`src/rtl/alu_op_sequencer_if.sv`:
```
// alu_op_sequencer_if
// Bundles the three buses around the ALU operation sequencer:
//   - upstream request: in_valid/in_ready handshake with mode, cmd, cin,
//     operand-present mask and operands
//   - ALU side: issue strobe, latched command fields, required-operand mask,
//     operands out; result and flags back
//   - result: one-cycle out_valid pulse with registered result, flags and
//     a pairing-window timeout indication
// The slave modport is the sequencer. The master modport is everything
// around it: the requester, the ALU and the result consumer.
interface alu_op_sequencer_if #(
    parameter int WIDTH     = 8,
    parameter int CMD_WIDTH = 4
);
    logic                 in_valid;
    logic                 in_ready;
    logic                 in_mode;
    logic [CMD_WIDTH-1:0] in_cmd;
    logic                 in_cin;
    logic [1:0]           in_inp_valid;
    logic [WIDTH-1:0]     in_opa;
    logic [WIDTH-1:0]     in_opb;

    logic                 alu_ce;
    logic                 alu_mode;
    logic [CMD_WIDTH-1:0] alu_cmd;
    logic                 alu_cin;
    logic [1:0]           alu_inp_valid;
    logic [WIDTH-1:0]     alu_opa;
    logic [WIDTH-1:0]     alu_opb;
    logic [WIDTH:0]       alu_res;
    logic                 alu_err;
    logic                 alu_oflow;
    logic                 alu_cout;
    logic                 alu_g;
    logic                 alu_l;
    logic                 alu_e;

    logic                 out_valid;
    logic [WIDTH:0]       out_res;
    logic                 out_err;
    logic                 out_oflow;
    logic                 out_cout;
    logic                 out_g;
    logic                 out_l;
    logic                 out_e;
    logic                 out_timeout;

    modport master (
        output in_valid, in_mode, in_cmd, in_cin, in_inp_valid, in_opa, in_opb,
        input  in_ready,
        input  alu_ce, alu_mode, alu_cmd, alu_cin, alu_inp_valid, alu_opa, alu_opb,
        output alu_res, alu_err, alu_oflow, alu_cout, alu_g, alu_l, alu_e,
        input  out_valid, out_res, out_err, out_oflow, out_cout, out_g, out_l, out_e,
        input  out_timeout
    );

    modport slave (
        input  in_valid, in_mode, in_cmd, in_cin, in_inp_valid, in_opa, in_opb,
        output in_ready,
        output alu_ce, alu_mode, alu_cmd, alu_cin, alu_inp_valid, alu_opa, alu_opb,
        input  alu_res, alu_err, alu_oflow, alu_cout, alu_g, alu_l, alu_e,
        output out_valid, out_res, out_err, out_oflow, out_cout, out_g, out_l, out_e,
        output out_timeout
    );
endinterface

```
`src/rtl/alu_op_sequencer.sv`:
```
// alu_op_sequencer
// Sequences one ALU operation at a time for an upstream requester. Operands
// A and B may arrive in separate beats; the pair must complete within a
// TIMEOUT-cycle window. Once complete, the command is issued to the ALU for
// one cycle with the operand mask its class requires (operands outside the
// mask driven to 0), the ALU latency is waited out and the result is
// returned as a registered one-cycle pulse.
// Ports:
//   clk  - clock, rising edge
//   rst  - synchronous active-high reset
//   bus  - alu_op_sequencer_if.slave: request, ALU and result buses
module alu_op_sequencer #(
    parameter int WIDTH     = 8,
    parameter int CMD_WIDTH = 4,
    parameter int TIMEOUT   = 16,
    parameter int LAT       = 1,
    parameter int MUL_LAT   = 2
) (
    input logic               clk,
    input logic               rst,
    alu_op_sequencer_if.slave bus
);
    localparam int MAX_LAT = (MUL_LAT > LAT) ? MUL_LAT : LAT;
    localparam int CNT_W   = $clog2(MAX_LAT + 1);
    localparam int TMR_W   = $clog2(TIMEOUT + 1);

    typedef enum logic [2:0] {
        S_IDLE,
        S_COLLECT,
        S_ISSUE,
        S_WAIT,
        S_DONE
    } state_t;

    state_t state, next_state;

    logic                 mode_q, cin_q;
    logic [CMD_WIDTH-1:0] cmd_q;
    logic [WIDTH-1:0]     opa_q, opb_q;
    logic [1:0]           have_q;
    logic [TMR_W-1:0]     timer_q;
    logic [CNT_W-1:0]     lat_cnt;

    logic                 alu_mode_q, alu_cin_q;
    logic [CMD_WIDTH-1:0] alu_cmd_q;
    logic [1:0]           alu_inp_valid_q;
    logic [WIDTH-1:0]     alu_opa_q, alu_opb_q;

    logic [WIDTH:0]       out_res_q;
    logic                 out_err_q, out_oflow_q, out_cout_q;
    logic                 out_g_q, out_l_q, out_e_q, out_timeout_q;

    logic                 in_ready_c, alu_ce_c, out_valid_c;
    logic                 accept;
    logic                 cur_mode, cur_cin;
    logic [CMD_WIDTH-1:0] cur_cmd;
    logic [WIDTH-1:0]     cur_opa, cur_opb;
    logic [1:0]           beat_have, cur_have, cur_req;
    logic                 cur_illegal, pair_done, timer_done, lat_done, is_mul;

    // Returns {illegal, required-operand mask} for a mode/command pair.
    function automatic logic [2:0] decode_req(input logic mode,
                                              input logic [CMD_WIDTH-1:0] cmd);
        int unsigned c;
        c = 32'(cmd);
        decode_req = 3'b100;
        if (mode) begin
            if (c <= 3 || (c >= 8 && c <= 10)) decode_req = 3'b011;
            else if (c == 4 || c == 5)         decode_req = 3'b001;
            else if (c == 6 || c == 7)         decode_req = 3'b010;
        end else begin
            if (c <= 5 || c == 12 || c == 13)       decode_req = 3'b011;
            else if (c == 6 || c == 8 || c == 9)    decode_req = 3'b001;
            else if (c == 7 || c == 10 || c == 11)  decode_req = 3'b010;
        end
    endfunction

    // The "current" view merges the beat being accepted this cycle with what
    // is already held, so completion can be recognised on the completing beat
    // itself. In IDLE the command fields come straight from the bus.
    always_comb begin
        accept    = bus.in_valid && in_ready_c;
        beat_have = accept ? bus.in_inp_valid : 2'b00;
        if (state == S_IDLE) begin
            cur_mode = bus.in_mode;
            cur_cmd  = bus.in_cmd;
            cur_cin  = bus.in_cin;
            cur_have = beat_have;
        end else begin
            cur_mode = mode_q;
            cur_cmd  = cmd_q;
            cur_cin  = cin_q;
            cur_have = have_q | beat_have;
        end
        cur_opa = beat_have[0] ? bus.in_opa : opa_q;
        cur_opb = beat_have[1] ? bus.in_opb : opb_q;
        {cur_illegal, cur_req} = decode_req(cur_mode, cur_cmd);
        pair_done  = ((cur_have & cur_req) == cur_req);
        timer_done = (timer_q == TMR_W'(TIMEOUT - 1));
        lat_done   = (lat_cnt == CNT_W'(1));
        is_mul     = alu_mode_q && (alu_cmd_q == CMD_WIDTH'(9) || alu_cmd_q == CMD_WIDTH'(10));
    end

    always_ff @(posedge clk) begin
        if (rst) state <= S_IDLE;
        else     state <= next_state;
    end

    always_comb begin
        next_state = state;
        case (state)
            S_IDLE: begin
                if (accept) begin
                    if (cur_illegal)    next_state = S_DONE;
                    else if (pair_done) next_state = S_ISSUE;
                    else                next_state = S_COLLECT;
                end
            end
            S_COLLECT: begin
                if (pair_done)       next_state = S_ISSUE;
                else if (timer_done) next_state = S_DONE;
            end
            S_ISSUE: next_state = S_WAIT;
            S_WAIT:  if (lat_done) next_state = S_DONE;
            S_DONE:  next_state = S_IDLE;
            default: next_state = S_IDLE;
        endcase
    end

    always_comb begin
        in_ready_c  = (state == S_IDLE) || (state == S_COLLECT);
        alu_ce_c    = (state == S_ISSUE);
        out_valid_c = (state == S_DONE);
    end

    // Operand collection, ALU drive and result registers. The ALU drive is
    // loaded on the way into ISSUE and then left alone so it stays stable
    // through WAIT. Error completions (illegal command, expired window)
    // clear the result and flags; out_timeout is only ever cleared by an
    // issue, so an illegal command leaves it untouched.
    always_ff @(posedge clk) begin
        if (rst) begin
            mode_q          <= 1'b0;
            cmd_q           <= '0;
            cin_q           <= 1'b0;
            opa_q           <= '0;
            opb_q           <= '0;
            have_q          <= '0;
            timer_q         <= '0;
            lat_cnt         <= '0;
            alu_mode_q      <= 1'b0;
            alu_cmd_q       <= '0;
            alu_cin_q       <= 1'b0;
            alu_inp_valid_q <= '0;
            alu_opa_q       <= '0;
            alu_opb_q       <= '0;
            out_res_q       <= '0;
            out_err_q       <= 1'b0;
            out_oflow_q     <= 1'b0;
            out_cout_q      <= 1'b0;
            out_g_q         <= 1'b0;
            out_l_q         <= 1'b0;
            out_e_q         <= 1'b0;
            out_timeout_q   <= 1'b0;
        end else begin
            if (state == S_IDLE && accept) begin
                mode_q <= bus.in_mode;
                cmd_q  <= bus.in_cmd;
                cin_q  <= bus.in_cin;
            end
            if (accept) begin
                opa_q  <= cur_opa;
                opb_q  <= cur_opb;
                have_q <= cur_have;
            end

            if (state == S_COLLECT) timer_q <= timer_q + TMR_W'(1);
            else                    timer_q <= '0;

            if (next_state == S_ISSUE) begin
                alu_mode_q      <= cur_mode;
                alu_cmd_q       <= cur_cmd;
                alu_cin_q       <= cur_cin;
                alu_inp_valid_q <= cur_req;
                alu_opa_q       <= cur_req[0] ? cur_opa : '0;
                alu_opb_q       <= cur_req[1] ? cur_opb : '0;
                out_timeout_q   <= 1'b0;
            end

            if (state == S_ISSUE)     lat_cnt <= is_mul ? CNT_W'(MUL_LAT) : CNT_W'(LAT);
            else if (state == S_WAIT) lat_cnt <= lat_cnt - CNT_W'(1);

            if (state == S_WAIT && lat_done) begin
                out_res_q   <= bus.alu_res;
                out_err_q   <= bus.alu_err;
                out_oflow_q <= bus.alu_oflow;
                out_cout_q  <= bus.alu_cout;
                out_g_q     <= bus.alu_g;
                out_l_q     <= bus.alu_l;
                out_e_q     <= bus.alu_e;
            end

            if ((state == S_IDLE && accept && cur_illegal) ||
                (state == S_COLLECT && !pair_done && timer_done)) begin
                out_res_q   <= '0;
                out_err_q   <= 1'b1;
                out_oflow_q <= 1'b0;
                out_cout_q  <= 1'b0;
                out_g_q     <= 1'b0;
                out_l_q     <= 1'b0;
                out_e_q     <= 1'b0;
            end
            if (state == S_COLLECT && !pair_done && timer_done) out_timeout_q <= 1'b1;
        end
    end

    assign bus.in_ready      = in_ready_c;
    assign bus.alu_ce        = alu_ce_c;
    assign bus.alu_mode      = alu_mode_q;
    assign bus.alu_cmd       = alu_cmd_q;
    assign bus.alu_cin       = alu_cin_q;
    assign bus.alu_inp_valid = alu_inp_valid_q;
    assign bus.alu_opa       = alu_opa_q;
    assign bus.alu_opb       = alu_opb_q;
    assign bus.out_valid     = out_valid_c;
    assign bus.out_res       = out_res_q;
    assign bus.out_err       = out_err_q;
    assign bus.out_oflow     = out_oflow_q;
    assign bus.out_cout      = out_cout_q;
    assign bus.out_g         = out_g_q;
    assign bus.out_l         = out_l_q;
    assign bus.out_e         = out_e_q;
    assign bus.out_timeout   = out_timeout_q;
endmodule

```
`src/flat_wrapper.sv`:
```
// flat-port wrapper written by rule: the top's interface ports become plain ports
module alu_op_sequencer_flat 
#(
    parameter int WIDTH     = 8,
    parameter int CMD_WIDTH = 4,
    parameter int TIMEOUT   = 16,
    parameter int LAT       = 1,
    parameter int MUL_LAT   = 2
)
  (clk, rst, bus_in_valid, bus_in_mode, bus_in_cmd, bus_in_cin, bus_in_inp_valid, bus_in_opa, bus_in_opb, bus_in_ready, bus_alu_ce, bus_alu_mode, bus_alu_cmd, bus_alu_cin, bus_alu_inp_valid, bus_alu_opa, bus_alu_opb, bus_alu_res, bus_alu_err, bus_alu_oflow, bus_alu_cout, bus_alu_g, bus_alu_l, bus_alu_e, bus_out_valid, bus_out_res, bus_out_err, bus_out_oflow, bus_out_cout, bus_out_g, bus_out_l, bus_out_e, bus_out_timeout);
  alu_op_sequencer_if #(.WIDTH(WIDTH), .CMD_WIDTH(CMD_WIDTH)) bus_i ();
  input logic clk;
  input logic rst;
  input wire logic [$bits(bus_i.in_valid)-1:0] bus_in_valid;
  input wire logic [$bits(bus_i.in_mode)-1:0] bus_in_mode;
  input wire logic [$bits(bus_i.in_cmd)-1:0] bus_in_cmd;
  input wire logic [$bits(bus_i.in_cin)-1:0] bus_in_cin;
  input wire logic [$bits(bus_i.in_inp_valid)-1:0] bus_in_inp_valid;
  input wire logic [$bits(bus_i.in_opa)-1:0] bus_in_opa;
  input wire logic [$bits(bus_i.in_opb)-1:0] bus_in_opb;
  output wire logic [$bits(bus_i.in_ready)-1:0] bus_in_ready;
  output wire logic [$bits(bus_i.alu_ce)-1:0] bus_alu_ce;
  output wire logic [$bits(bus_i.alu_mode)-1:0] bus_alu_mode;
  output wire logic [$bits(bus_i.alu_cmd)-1:0] bus_alu_cmd;
  output wire logic [$bits(bus_i.alu_cin)-1:0] bus_alu_cin;
  output wire logic [$bits(bus_i.alu_inp_valid)-1:0] bus_alu_inp_valid;
  output wire logic [$bits(bus_i.alu_opa)-1:0] bus_alu_opa;
  output wire logic [$bits(bus_i.alu_opb)-1:0] bus_alu_opb;
  input wire logic [$bits(bus_i.alu_res)-1:0] bus_alu_res;
  input wire logic [$bits(bus_i.alu_err)-1:0] bus_alu_err;
  input wire logic [$bits(bus_i.alu_oflow)-1:0] bus_alu_oflow;
  input wire logic [$bits(bus_i.alu_cout)-1:0] bus_alu_cout;
  input wire logic [$bits(bus_i.alu_g)-1:0] bus_alu_g;
  input wire logic [$bits(bus_i.alu_l)-1:0] bus_alu_l;
  input wire logic [$bits(bus_i.alu_e)-1:0] bus_alu_e;
  output wire logic [$bits(bus_i.out_valid)-1:0] bus_out_valid;
  output wire logic [$bits(bus_i.out_res)-1:0] bus_out_res;
  output wire logic [$bits(bus_i.out_err)-1:0] bus_out_err;
  output wire logic [$bits(bus_i.out_oflow)-1:0] bus_out_oflow;
  output wire logic [$bits(bus_i.out_cout)-1:0] bus_out_cout;
  output wire logic [$bits(bus_i.out_g)-1:0] bus_out_g;
  output wire logic [$bits(bus_i.out_l)-1:0] bus_out_l;
  output wire logic [$bits(bus_i.out_e)-1:0] bus_out_e;
  output wire logic [$bits(bus_i.out_timeout)-1:0] bus_out_timeout;
  assign bus_i.in_valid = bus_in_valid;
  assign bus_i.in_mode = bus_in_mode;
  assign bus_i.in_cmd = bus_in_cmd;
  assign bus_i.in_cin = bus_in_cin;
  assign bus_i.in_inp_valid = bus_in_inp_valid;
  assign bus_i.in_opa = bus_in_opa;
  assign bus_i.in_opb = bus_in_opb;
  assign bus_in_ready = bus_i.in_ready;
  assign bus_alu_ce = bus_i.alu_ce;
  assign bus_alu_mode = bus_i.alu_mode;
  assign bus_alu_cmd = bus_i.alu_cmd;
  assign bus_alu_cin = bus_i.alu_cin;
  assign bus_alu_inp_valid = bus_i.alu_inp_valid;
  assign bus_alu_opa = bus_i.alu_opa;
  assign bus_alu_opb = bus_i.alu_opb;
  assign bus_i.alu_res = bus_alu_res;
  assign bus_i.alu_err = bus_alu_err;
  assign bus_i.alu_oflow = bus_alu_oflow;
  assign bus_i.alu_cout = bus_alu_cout;
  assign bus_i.alu_g = bus_alu_g;
  assign bus_i.alu_l = bus_alu_l;
  assign bus_i.alu_e = bus_alu_e;
  assign bus_out_valid = bus_i.out_valid;
  assign bus_out_res = bus_i.out_res;
  assign bus_out_err = bus_i.out_err;
  assign bus_out_oflow = bus_i.out_oflow;
  assign bus_out_cout = bus_i.out_cout;
  assign bus_out_g = bus_i.out_g;
  assign bus_out_l = bus_i.out_l;
  assign bus_out_e = bus_i.out_e;
  assign bus_out_timeout = bus_i.out_timeout;
  alu_op_sequencer #(.WIDTH(WIDTH), .CMD_WIDTH(CMD_WIDTH), .TIMEOUT(TIMEOUT), .LAT(LAT), .MUL_LAT(MUL_LAT)) u_core (.clk(clk), .rst(rst), .bus(bus_i));
endmodule
```
`config.mk`:
```
export PLATFORM = sky130hd
export DESIGN_NAME = alu_op_sequencer_flat
export DESIGN_NICKNAME = d
export VERILOG_FILES = /design/src/rtl/alu_op_sequencer_if.sv /design/src/rtl/alu_op_sequencer.sv /design/src/flat_wrapper.sv
export SDC_FILE = /design/constraint.sdc
export NUM_CORES = 1
export LEC_CHECK = 0
export ABC_AREA = 1
export CORE_ASPECT_RATIO = 1.4
export CORE_MARGIN = 2
export CORE_UTILIZATION = 25
export CTS_CLUSTER_DIAMETER = 50
export DETAILED_ROUTE_END_ITERATION = 7
export PLACE_DENSITY = 0.52
export REMOVE_ABC_BUFFERS = 1
export SYNTH_ARGS = -nofsm -noshare
export SYNTH_HDL_FRONTEND = slang
export SYNTH_SLANG_ARGS = --single-unit
```
`constraint.sdc`:
```
create_clock -name clk -period 2.25 [get_ports clk]
set_input_delay 0.45 -clock clk [delete_from_list [all_inputs] [get_ports clk]]
set_output_delay 0.45 -clock clk [all_outputs]
set_load 0.005 [all_outputs]
```
# == Yosys cells after proc, flatten, opt, wreduce, memory -nomap -nowiden ==
# Index checks and enable logic that the tools add are counted.
# word_totals
regBits,74
input_bits,42
# op_classes
add_sub_neg,2
magnitude_cmp,4
eq_ne,20
muxes,30
n_bitwise,3
reduce_logical,27
# op_table
op,count
two-way mux 3 bit,12
equality test 4 bit (second input constant),8
two-way mux 8 bit,4
equality test 4 x 3 -> 1 bit (second input constant),4
logical OR 1 bit,12
two-way mux 2 bit,6
one-hot mux 3 bit (4 select lines),1
equality test 3 x 2 -> 1 bit (second input constant),3
logical AND 1 bit,8
two-way mux 1 bit,6
nonzero test 2 bit,3
adder 5 x 1 -> 5 bit (second input constant),1
equality test 5 x 4 -> 1 bit (second input constant),1
greater-or-equal comparator 4 bit (second input constant),1
less-or-equal comparator 4 x 2 -> 1 bit (second input constant),1
less-or-equal comparator 4 x 3 -> 1 bit (second input constant),1
less-or-equal comparator 4 bit (second input constant),1
two-way mux 4 bit,1
OR reduction 2 bit,2
equality test 3 x 1 -> 1 bit (second input constant),1
equality test 3 bit (second input constant),1
logical NOT 3 bit,1
AND 2 bit,1
equality test 2 x 1 -> 1 bit (second input constant),1
other kinds (5),5

# == Depth between registers and ports, before layout ==
# logic_depth
word_depth,18
mapped_depth,18
mapped_depth_nobuf,16

# == Worst setup path before layout ==
# Ideal clock, no wire load.
# synth_path
path_kind,reg2reg
startpoint,register u_core.state[0]
endpoint,register u_core.state[1]
setup_time_ns,0.132
arrival_time_ns,1.678
setup_slack_ns,0.439
stages_incl_launch_ff,18
path_buffers,3
synth_period_minus_slack_ns,1.811
path_cell_list,dfxtp_1 -> buf_6 -> inv_6 -> nand2_4 -> buf_6 -> nand2_1 -> nand2_2 -> nand2_1 -> nor2_1 -> nor2_1 -> nand3_1 -> nand2_2 -> nand2_2 -> nand2_4 -> nand2_4 -> buf_6 -> nor2_1 -> nor2_1
# synth_between
elab_chain_len,15
word_cells_on_any_way,49
cone_classes,order compare: 4; eq/ne: 14; mux: 16; bitwise: 2; reduce/logical: 13
# synth_lines
element,line_no,text
"start, declared",alu_op_sequencer.sv:35,"state_t state, next_state;"
"start signal, assigned",alu_op_sequencer.sv:106,else state <= next_state;
logical NOT 3 bit,"alu_op_sequencer.sv:84, alu_op_sequencer.sv:111, alu_op_sequencer.sv:131",
two-way mux 4 bit,alu_op_sequencer.sv:84,if (state == S_IDLE) begin
equality test 4 x 3 -> 1 bit or equality test 4 bit (tied branches),"alu_op_sequencer.sv:70, alu_op_sequencer.sv:74",
logical OR 1 bit (2 in a row),alu_op_sequencer.sv:74,else if (c == 7 || c == 10 || c == 11) decode_req = 3'b010;
two-way mux 3 bit,alu_op_sequencer.sv:74,
two-way mux 3 bit,alu_op_sequencer.sv:73,else if (c == 6 || c == 8 || c == 9) decode_req = 3'b001;
two-way mux 3 bit,alu_op_sequencer.sv:72,if (c <= 5 || c == 12 || c == 13) decode_req = 3'b011;
two-way mux 3 bit,alu_op_sequencer.sv:67,if (mode) begin
AND 2 bit,alu_op_sequencer.sv:98,pair_done = ((cur_have & cur_req) == cur_req);
equality test 2 bit,alu_op_sequencer.sv:98,
two-way mux 2 bit,alu_op_sequencer.sv:115,else if (pair_done) next_state = S_ISSUE;
two-way mux 3 bit,alu_op_sequencer.sv:114,if (cur_illegal) next_state = S_DONE;
two-way mux 3 bit,alu_op_sequencer.sv:113,if (accept) begin
one-hot mux 3 bit (4 select lines) *,alu_op_sequencer.sv:111,case (state)
# Every way passes the cells marked *; elsewhere a longest branch is shown, timed or not.
# A chain may end at the register's enable or synchronous reset.

# == Worst setup path after layout ==
# layout_path
startpoint,register u_core.state[1]
endpoint,output port bus_alu_ce
# layout_between
elab_chain_len,1
# layout_lines
element,line_no,text
equality test 3 x 2 -> 1 bit,alu_op_sequencer.sv:132,alu_ce_c = (state == S_ISSUE);
"end, declared",flat_wrapper.sv:22,output wire logic [$bits(bus_i.alu_ce)-1:0] bus_alu_ce;
# No other way between the ends.

==> out/results.tsv <==
stage	metric	value	unit
cells_and_area	nets	547	
critical_path	cp_cell_sequence	inv_1 -> nor2_1 -> inv_2 -> nor2_2 -> clkdlybuf4s50_1	
clock_tree	hold_buffers	0	
clock_tree	clk_pin_slew_worst_paths	60	ps
route	ant_nets	0	
power_and_ir_drop	p_sw	0.002068	W
synth	synth-seq-area-share	46.25	%
sta	final_hold_viol_count	0	
clock_tree	clockRootBuffer	clkbuf_16	
critical_path	cp.required	1800	ps
power_and_ir_drop	p_leak	1.759	nW
cells_and_area	syn_to_final_growth	44.92	%
power_and_ir_drop	combPwrFrac	44.6	%
place	pre_cts_ws	-76.29	ps
cells_and_area	final_util	37.34	%
sta	period_share	93.47	%
route	drc	0	
sta	fmax	475.5	MHz
floorplan	ioPinCount	85	
place	dp_hpwl	6440	um
sta	clock_skew	6.807	ps
sta	drv_slew	0	
min_path	hold_path_class	flop to flop	
cells_and_area	layout.cells.non_filler	657	
critical_path	worst_ep_arrival_time	1650	ps
power_and_ir_drop	swShare	37.66	%
clock_tree	cts.path.max_buffers	2	
cells_and_area	num_antenna_cells	0	
place	gp_congestion	0.8031	
sta	period_needed	2103	ps
sta	max_slew_margin	67.65	%
power_and_ir_drop	p_per_area	1183	mW/mm^2
clock_tree	cts_sinks	74	
floorplan	dieWidth	99.67	um
global_routing	grt_use_total	12.89	%
synth	avgSynthCellArea	8.008	um^2
critical_path	cp_max_fo	5	
critical_path	worstSetupEndpointType	output pin	
run_status	status	complete, no violations	
clock_tree	worstSkewPairLatency	330	ps
route	wl	8592	um
floorplan	dieArea	0.01375	mm^2
place	port_buffers	84	
global_routing	grt_max_degree	34	
global_routing	gr-total-overflow	0	
flow_run	maxCapViolations	0	
floorplan	fp.dieH	137.9	um
floorplan	fp-row-count	48	
place	place_inst	641	
power_and_ir_drop	ir_worst_vdd	0.4090	mV
global_routing	antenna_found_initial	0	
power_and_ir_drop	p_seq_share	29.1	%
critical_path	critPathLaunchType	flop	
clock_tree	htreeDepth	3	
power_and_ir_drop	clockPowerShare	26.4	%
global_routing	grt_pass1_wl	13800	um
cells_and_area	drive_gt1_share	15.19	%
critical_path	crit_type	flop to output pin	
power_and_ir_drop	internal_power	0.003422	W
route	routedWlPerCell	13.08	um
route	num_vias	2952	
floorplan	core_area	0.01243	mm^2
synth	ys_ff_latch	74	
route	first_pass_iters	4	
route	avgViaCountPerCell	4.493	
synth	yosys_warnings	0	
route	drtIter0Drc	88	
clock_tree	cts_inserted_buffers	9	
sta	tns	0	ps
sta	worst_slack	146.9	ps
global_routing	grt_pass1_vias	2914	
sta	worst_pin_slew	484.7	ps
synth	synth_cell_types	31	
sta	setup_viol	0	
clock_tree	cts_tree	done	
synth	syn-cell-area	0.003203	mm^2
synth	synthCells	400	
critical_path	crit_path_top_delay_cell	clkdlybuf4s50_1	
critical_path	max_stage_delay	510	ps
floorplan	start_util	25.76	%
## worst max-delay path, delay by kind of cell, from the launching register on
kind / cells / cell delay, ps
buffers and inverters: 3 / 660
flip-flops: 1 / 380
AND/OR/NAND/NOR: 2 / 280
## metal layers
metal / vias up / wire length [um] / GRT usage [%]
li1: 1524 / - / -
met1: 1356 / 3562 / 13.79
met2: 62 / 4523 / 23.54
met3: 10 / 315 / 2.823
met4: 0 / 191 / 6.849
met5: - / 0 / 0
## kinds of logic (layout without fill, tap and decap cells)
kind of cell / Yosys count / after routing / synth area share [%]
flops: 74 / 74 / 46.25
buf+inv: 46 / 153 / 7.617
mux: 15 / 15 / 4.687
xor+xnor: 1 / 1 / 0.2735
simple gates: 194 / 194 / 28.52
compound gates: 67 / 67 / 11.48
fa+ha+maj: 3 / 3 / 1.172
## cells in the mapped netlist, drive strengths merged
cell	instances	area, um^2
a21oi	41	231.5
a22oi	1	7.510
a31oi	1	6.260
and2	2	12.51
buf	13	112.6
clkbuf	7	26.28
dfxtp	74	1481
ha	3	37.54
inv	26	105.1
mux2i	15	150.1
nand2	96	425.4
nand3	58	305.3
nand3b	2	15.01
nor2	34	142.6
nor3	1	5.000
nor3b	1	7.510
o211ai	1	7.510
o21ai	23	115.1
xor2	1	8.760
## worst paths after layout
kind | startpoint | end | slack, ps | cells after the start
worst max register to register | u_core.state[2] | u_core.bus.alu_opa[6] | 210 | 14
worst min register to register | u_core.bus.alu_opa[5] | u_core.bus.alu_opa[5] | 460 | 2
worst min-delay path | u_core.bus.alu_opa[5] | u_core.bus.alu_opa[5] | 460 | 2
worst max-delay path | u_core.state[1] | bus_alu_ce | 150 | 5
## sequential cells by signal, summed over array words and instances, names as in the netlist, 2 cells and up
name	count
u_core.bus.alu_opb	8
u_core.opb_q	8
u_core.have_q	2
u_core.bus.alu_inp_valid	2
u_core.cmd_q	4
u_core.state	3
u_core.opa_q	8
u_core.bus.alu_opa	8
u_core.timer_q	5
u_core.bus.alu_cmd	4
u_core.lat_cnt	2
u_core.bus.out_res	9
## through the flow
step | hold slack [ps] | power, W | area (um^2)
finish | 456.6 | 0.005490 | 4642
global route | 477.3 | 0.005890 | 4642
CTS | 457.7 | 0.005535 | 4627
detailed placement | 449.6 | 0.004057 | 4320
global placement | 426.9 | 0.004048 | 4320
floorplan | 417.9 | 0.002950 | 3064
## power groups by stage
stage	clock (W)	sequential [W]	combinational, W
after floorplan	0	0.00162	0.00133
after global placement	0	0.00162	0.00243
after detailed placement	0	0.00162	0.00244
after CTS	0.00149	0.00160	0.00245
after global routing	0.00155	0.00162	0.00273
final	0.00145	0.00160	0.00245
## cells in the final DEF (no fill, tap or decap), types with 2 or more instances in the layout
master           count
a21oi_1             34
a21oi_2              7
and2_1               2
buf_12               2
buf_4               24
clkbuf_16            9
clkbuf_8             2
clkdlybuf4s50_1     84
clkinvlp_4           2
dfxtp_1             73
ha_1                 3
inv_1               21
inv_2                3
mux2i_1             15
nand2_1             82
nand2_2              8
nand2_4              6
nand3_1             55
nand3_2              2
nand3b_1             2
nor2_1              29
nor2_2               4
o21ai_0              6
o21ai_1             17
## timing repair
item / in CTS / in global routing
gates resized for setup: 0 / 6
buffers inserted: 0 / 0
setup endpoints to repair: 0 / 18
## cell type report
| class | instances | area [um^2] |
|---|---|---|
| Fill cell | 1231 | 7790 |
| Tap cell | 150 | 187.7 |
| Multi-Input combinational cell | 280 | 1488 |
| Timing Repair Buffer | 111 | 1072 |
| Sequential cell | 74 | 1483 |
| Clock buffer | 12 | 256.5 |
| Inverter | 26 | 105.1 |
| Clock inverter | 4 | 50.05 |
Note: power is estimated with default switching activity, not from simulation.
